==> src/rtl/costas_sync_monitor.sv <==
// costas_sync_monitor: measures the divider's divclk against ref_tick and pulses sync low to realign it.
module costas_sync_monitor #(
  parameter int EXP_PERIOD   = 1001,
  parameter int PHASE_TARGET = 3,
  parameter int PHASE_TOL    = 2,
  parameter int PERIOD_TOL   = 0,
  parameter int LOCK_CNT     = 4,
  parameter int SYNC_LEN     = 2,
  parameter int HOLDOFF      = 2048
) (
  input  logic        clockin,
  input  logic        resetn,
  input  logic        enable,
  input  logic        divclk,
  input  logic        ref_tick,
  output logic        sync,
  output logic        locked,
  output logic        meas_valid,
  output logic [31:0] period,
  output logic [31:0] high_time,
  output logic [31:0] phase_err
);
  localparam int CW = $clog2(HOLDOFF + SYNC_LEN + 1);
  localparam int GW = $clog2(LOCK_CNT + 1);
  typedef enum logic [2:0] {IDLE, ACQUIRE, TRACK, RESYNC, HOLD_OFF} state_t;
  state_t state, nxt;
  logic s1, s2, s3, armed, rise, fall, busy, seen, tol, tick_ok;
  logic [31:0] rise_cnt, hi_cnt, err_abs, per_abs;
  logic signed [31:0] raw, err, pdiff;
  logic [CW-1:0] cnt;
  logic [GW-1:0] good, good_nxt;
  assign rise = s2 & ~s3;
  assign fall = ~s2 & s3;
  assign busy = state == RESYNC || state == HOLD_OFF;
  assign seen = armed | rise;
  // phase is folded into (-period/2, period/2] so early ticks read as negative error
  assign raw = (rise ? 32'sd0 : $signed(rise_cnt)) - PHASE_TARGET;
  assign err = raw > $signed({1'b0, period[31:1]}) ? raw - $signed(period) : raw;
  assign err_abs = err[31] ? -err : err;
  assign pdiff = $signed(period) - EXP_PERIOD;
  assign per_abs = pdiff[31] ? -pdiff : pdiff;
  // a zero period means nothing measured yet, so only phase can be judged
  assign tol = err_abs <= 32'(PHASE_TOL) && (period == 32'd0 || per_abs <= 32'(PERIOD_TOL));
  assign tick_ok = seen & tol;
  always_comb begin
    nxt = state;
    good_nxt = good;
    case (state)
      IDLE: nxt = rise ? ACQUIRE : IDLE;
      ACQUIRE: if (ref_tick) begin
        good_nxt = good + 1'b1;
        nxt = !tick_ok ? RESYNC : good_nxt == GW'(LOCK_CNT) ? TRACK : ACQUIRE;
      end
      TRACK: nxt = ref_tick && !tick_ok ? RESYNC : TRACK;
      RESYNC: begin
        good_nxt = '0;
        nxt = cnt == CW'(SYNC_LEN - 1) ? HOLD_OFF : RESYNC;
      end
      HOLD_OFF: nxt = cnt == CW'(HOLDOFF - 1) ? ACQUIRE : HOLD_OFF;
      default: nxt = IDLE;
    endcase
    if (!enable) begin
      nxt = IDLE;
      good_nxt = '0;
    end
  end
  always_ff @(posedge clockin or negedge resetn)
    if (!resetn) begin
      s1 <= 1'b0;
      s2 <= 1'b0;
      s3 <= 1'b0;
      state <= IDLE;
      good <= '0;
      cnt <= '0;
      sync <= 1'b1;
      locked <= 1'b0;
      rise_cnt <= '0;
      hi_cnt <= '0;
      armed <= 1'b0;
      meas_valid <= 1'b0;
      period <= '0;
      high_time <= '0;
      phase_err <= '0;
    end else begin
      s1 <= divclk;
      s2 <= s1;
      s3 <= s2;
      state <= nxt;
      good <= good_nxt;
      cnt <= nxt != state ? '0 : cnt + 1'b1;
      sync <= nxt != RESYNC;
      locked <= nxt == TRACK;
      rise_cnt <= rise ? 32'd1 : &rise_cnt ? rise_cnt : rise_cnt + 1'b1;
      hi_cnt <= fall ? '0 : s2 ? hi_cnt + 1'b1 : hi_cnt;
      armed <= busy ? 1'b0 : armed | rise;
      meas_valid <= rise & armed & ~busy;
      if (rise && armed && !busy) period <= rise_cnt;
      if (fall && !busy) high_time <= hi_cnt;
      if (ref_tick && !busy) phase_err <= err;
    end
endmodule
==> config.mk <==
export PLATFORM = sky130hd
export DESIGN_NAME = costas_sync_monitor
export DESIGN_NICKNAME = d
export VERILOG_FILES = /design/src/rtl/costas_sync_monitor.sv
export SDC_FILE = /design/constraint.sdc
export NUM_CORES = 1
export LEC_CHECK = 0
export ABC_CLOCK_PERIOD_IN_PS = 15800
export BUFFER_PORTS_ARGS = -buffer_cell sky130_fd_sc_hd__clkbuf_2
export CORE_ASPECT_RATIO = 1.2
export CORE_MARGIN = 8
export CORE_UTILIZATION = 30
export DETAILED_ROUTE_END_ITERATION = 16
export GPL_TIMING_DRIVEN = 0
export PLACE_DENSITY = 0.44
export SLEW_MARGIN = 40
export SYNTH_ARGS = -nofsm -noshare
export SYNTH_HDL_FRONTEND = slang
export SYNTH_SLANG_ARGS = --single-unit
==> constraint.sdc <==
create_clock -name clockin -period 15.8 [get_ports clockin]
set_input_delay 2.37 -clock clockin [delete_from_list [all_inputs] [get_ports clockin]]
set_output_delay 2.37 -clock clockin [all_outputs]
set_load 0.01 [all_outputs]
==> metrics <==
gr busiest metal=met2; die area=60900 um2; clk_skew=around 15 ps; CP bufs+invs=10; Commonest cells post-synth=247 x nand2_1, 184 x dfrtp_1, 163 x nor2_1; worst skew pair latency=490 ps; Tmin final=around 10000 ps; top cell family by delay on the critical path=buffers and inverters; Final nets=2235; hold buffers post-CTS=0; WL final=65100 um; number of global-route vias before repair=15900; CP Launch Type=flop; setup bufs post-CTS=0; num rows=92; Vias/cell=between 5 and 6; worst endpoint required time=16210 ps; Setup TNS Final=0 ps; PostCTS Resize Cnt=0; crit path kind=flop to flop; YS warnings=0; port bufs=102; Reg-to-Reg Start=s3; total grt overflow=0; HP Class=flop to flop; Finished Cell Area=18100 um2; Slew HR=0.401; WL/cell=between 20 and 25 um; number of synthesized register bits=185; min-delay src=s1; antenna-violating nets left=0; Worst Path Max Fanout=10; register area share after synthesis=0.290; vias=16400; largest area contributor in the synthesized netlist=dfrtp_1; setup violators final=0; Placeable Area=52600 um2; DRT Pass-1 Iters=5; maximum vdd drop=88.7 uV; Synth Flop Type=dfrtp_1; synthesized instance count=between 2000 and 2500; Mapped Area=between 15000 and 20000 um2; GR Util met1=0.272; RSZ-0062 raised after global routing=no; slowest CP cell=mux2i_1; largest net degree at the start of global routing=65; layout cells sized above 1=0.117; H-tree levels=4; max incr delay on CP=630 ps; post-route clock period utilization=0.653; instance area at placement=about 17000 um2; f_max=96.9 MHz; Num Clock Sinks=185; TritonCTS buffer count=17; Synth Net Count=approximately 2100; Fin. Hold Viols=0; buffer levels on the longest clock path=2; Die X=227 um; Boundary Pins=104; CTS tree=built; first-pass GRT wire length=approximately 100000 um; initial antenna violation count=1; crit path capture type=flop; Root Driver=clkbuf_16; synth top area cells=dfrtp_1 29%, nand2_1 5.8%, ha_1 5.6%; clock-pin transition on the worst setup and hold timing paths=80 ps; DRC Markers=0; FILL cells=5699; gr usage total=0.213; top-count cell post-synth=nand2_1; Slew @ Worst Pin=just under 900 ps; Netlist cell types=94; status=completed; EDFF count, synth=0; global placer's final weighted congestion=0.928; Avg Inst Size Synth=around 7.9 um2; max-cap viol count=0; Leak=between 7 and 8 nW; M3 GR Usage=0.0386; most used cell, CP=buf_1; GR Util met2=0.357; Power Total=0.00352 W; dpl hpwl=52900 um; top-area cell type share of the netlist area=0.288; arrival time worst endpoint=10720 ps; Vert. Die Dim=269 um; starting density of the core=0.303; crit path launch=s3; Post-synth ARST share=1.00; Pwr Density=~190 nW/um2; DRC marker count from the first detailed-route iteration=1446; area grow syn2layout=13.6%; Max Slew Vio Count=0
-- cell families (layout without fill, tap and decap cells) --
logic type,count (synthesis),count (layout),synth area share
xor+xnor,118,118,0.0647
compound gates,542,542,0.222
mux,76,76,0.0512
flops,185,185,0.290
buf+inv,173,311,0.0430
fa+ha+maj,73,73,0.0577
simple gates,865,865,0.271
other cells,0,1,0
-- path summary, 6_finish.rpt --
path	to	slack, ps	depth (start not counted)
max	locked	5480	27
min	s2	360	0
max reg2reg	locked	5480	27
min reg2reg	s2	360	0
max in group asynchronous	rise_cnt[27]	13400	2
min in group asynchronous	good[0]	1770	1
-- stage by stage --
step,util,hold WS (ps),setup WS (ps),instances
6_report,0.345,356,5480,2876
5_1_grt,0.345,364,4810,2875
4_1_cts,0.344,356,5640,2874
3_5_place_dp,0.332,337,5700,2842
3_3_place_gp,0.330,336,5790,2839
2_1_floorplan,-,331,8520,2032
-- metal layers --
layer,vias up,part of all wire
li1,7827,-
met2,474,0.48
met5,-,0
met3,89,0.050
met4,0,0.030
met1,8016,0.44
-- flip-flops by register name, indices dropped and copies added, names as in the netlist, 3 cells and up --
| signal | cells |
|---|---|
| cnt | 12 |
| good | 3 |
| hi_cnt | 32 |
| high_time | 32 |
| period | 32 |
| phase_err | 32 |
| rise_cnt | 32 |
| state | 3 |
-- cell usage in the layout (no fill, tap or decap), types with 10 or more instances in the layout --
cell and instances:
nor4_1 29, clkbuf_16 17, and3_1 34, or3_1 28, nand3_1 99, nand2_1 247, clkbuf_2 102, buf_2 14
and2_1 14, nor3_1 68, a31oi_1 26, o22ai_1 12, nand2b_1 21, inv_1 58, o31ai_1 26, dfrtp_1 184
nor2_1 162, nor2b_1 12, nand4_1 57, o211ai_1 27, a21oi_1 110, o2111ai_1 11, mux2i_1 34, a211oi_1 15
o21ai_0 150, xor2_1 41, xnor2_1 77, o21a_1 19, and4_1 12, buf_1 10, or4_1 23, clkbuf_1 85
a21o_1 13, mux2_2 41, ha_1 72, nor2_2 12
-- layout make-up --
class / instances / area (um2) / share of cell area
clock inverters: 14 / 173 / 0.00953
inverters: 61 / 229 / 0.0126
repair buffers: 106 / 599 / 0.0331
clock buffers: 18 / 439 / 0.0242
plain buffers: 112 / 457 / 0.0252
well taps: 705 / 882 / 0.0487
diodes: 1 / 2.50 / 0.000138
multi-input cells: 1674 / 10700 / 0.591
flip-flops and latches: 185 / 4630 / 0.255
-- report_power, final --
part           switching, W  total (W)  internal (W)  leakage, nW
Combinational       0.00168    0.00249      0.000806         4.66
Sequential        0.0000456   0.000582      0.000537         2.48
Clock              0.000233   0.000451      0.000218        0.290
Total               0.00196    0.00352       0.00156         7.42
Power figures use the tool's default switching activity.
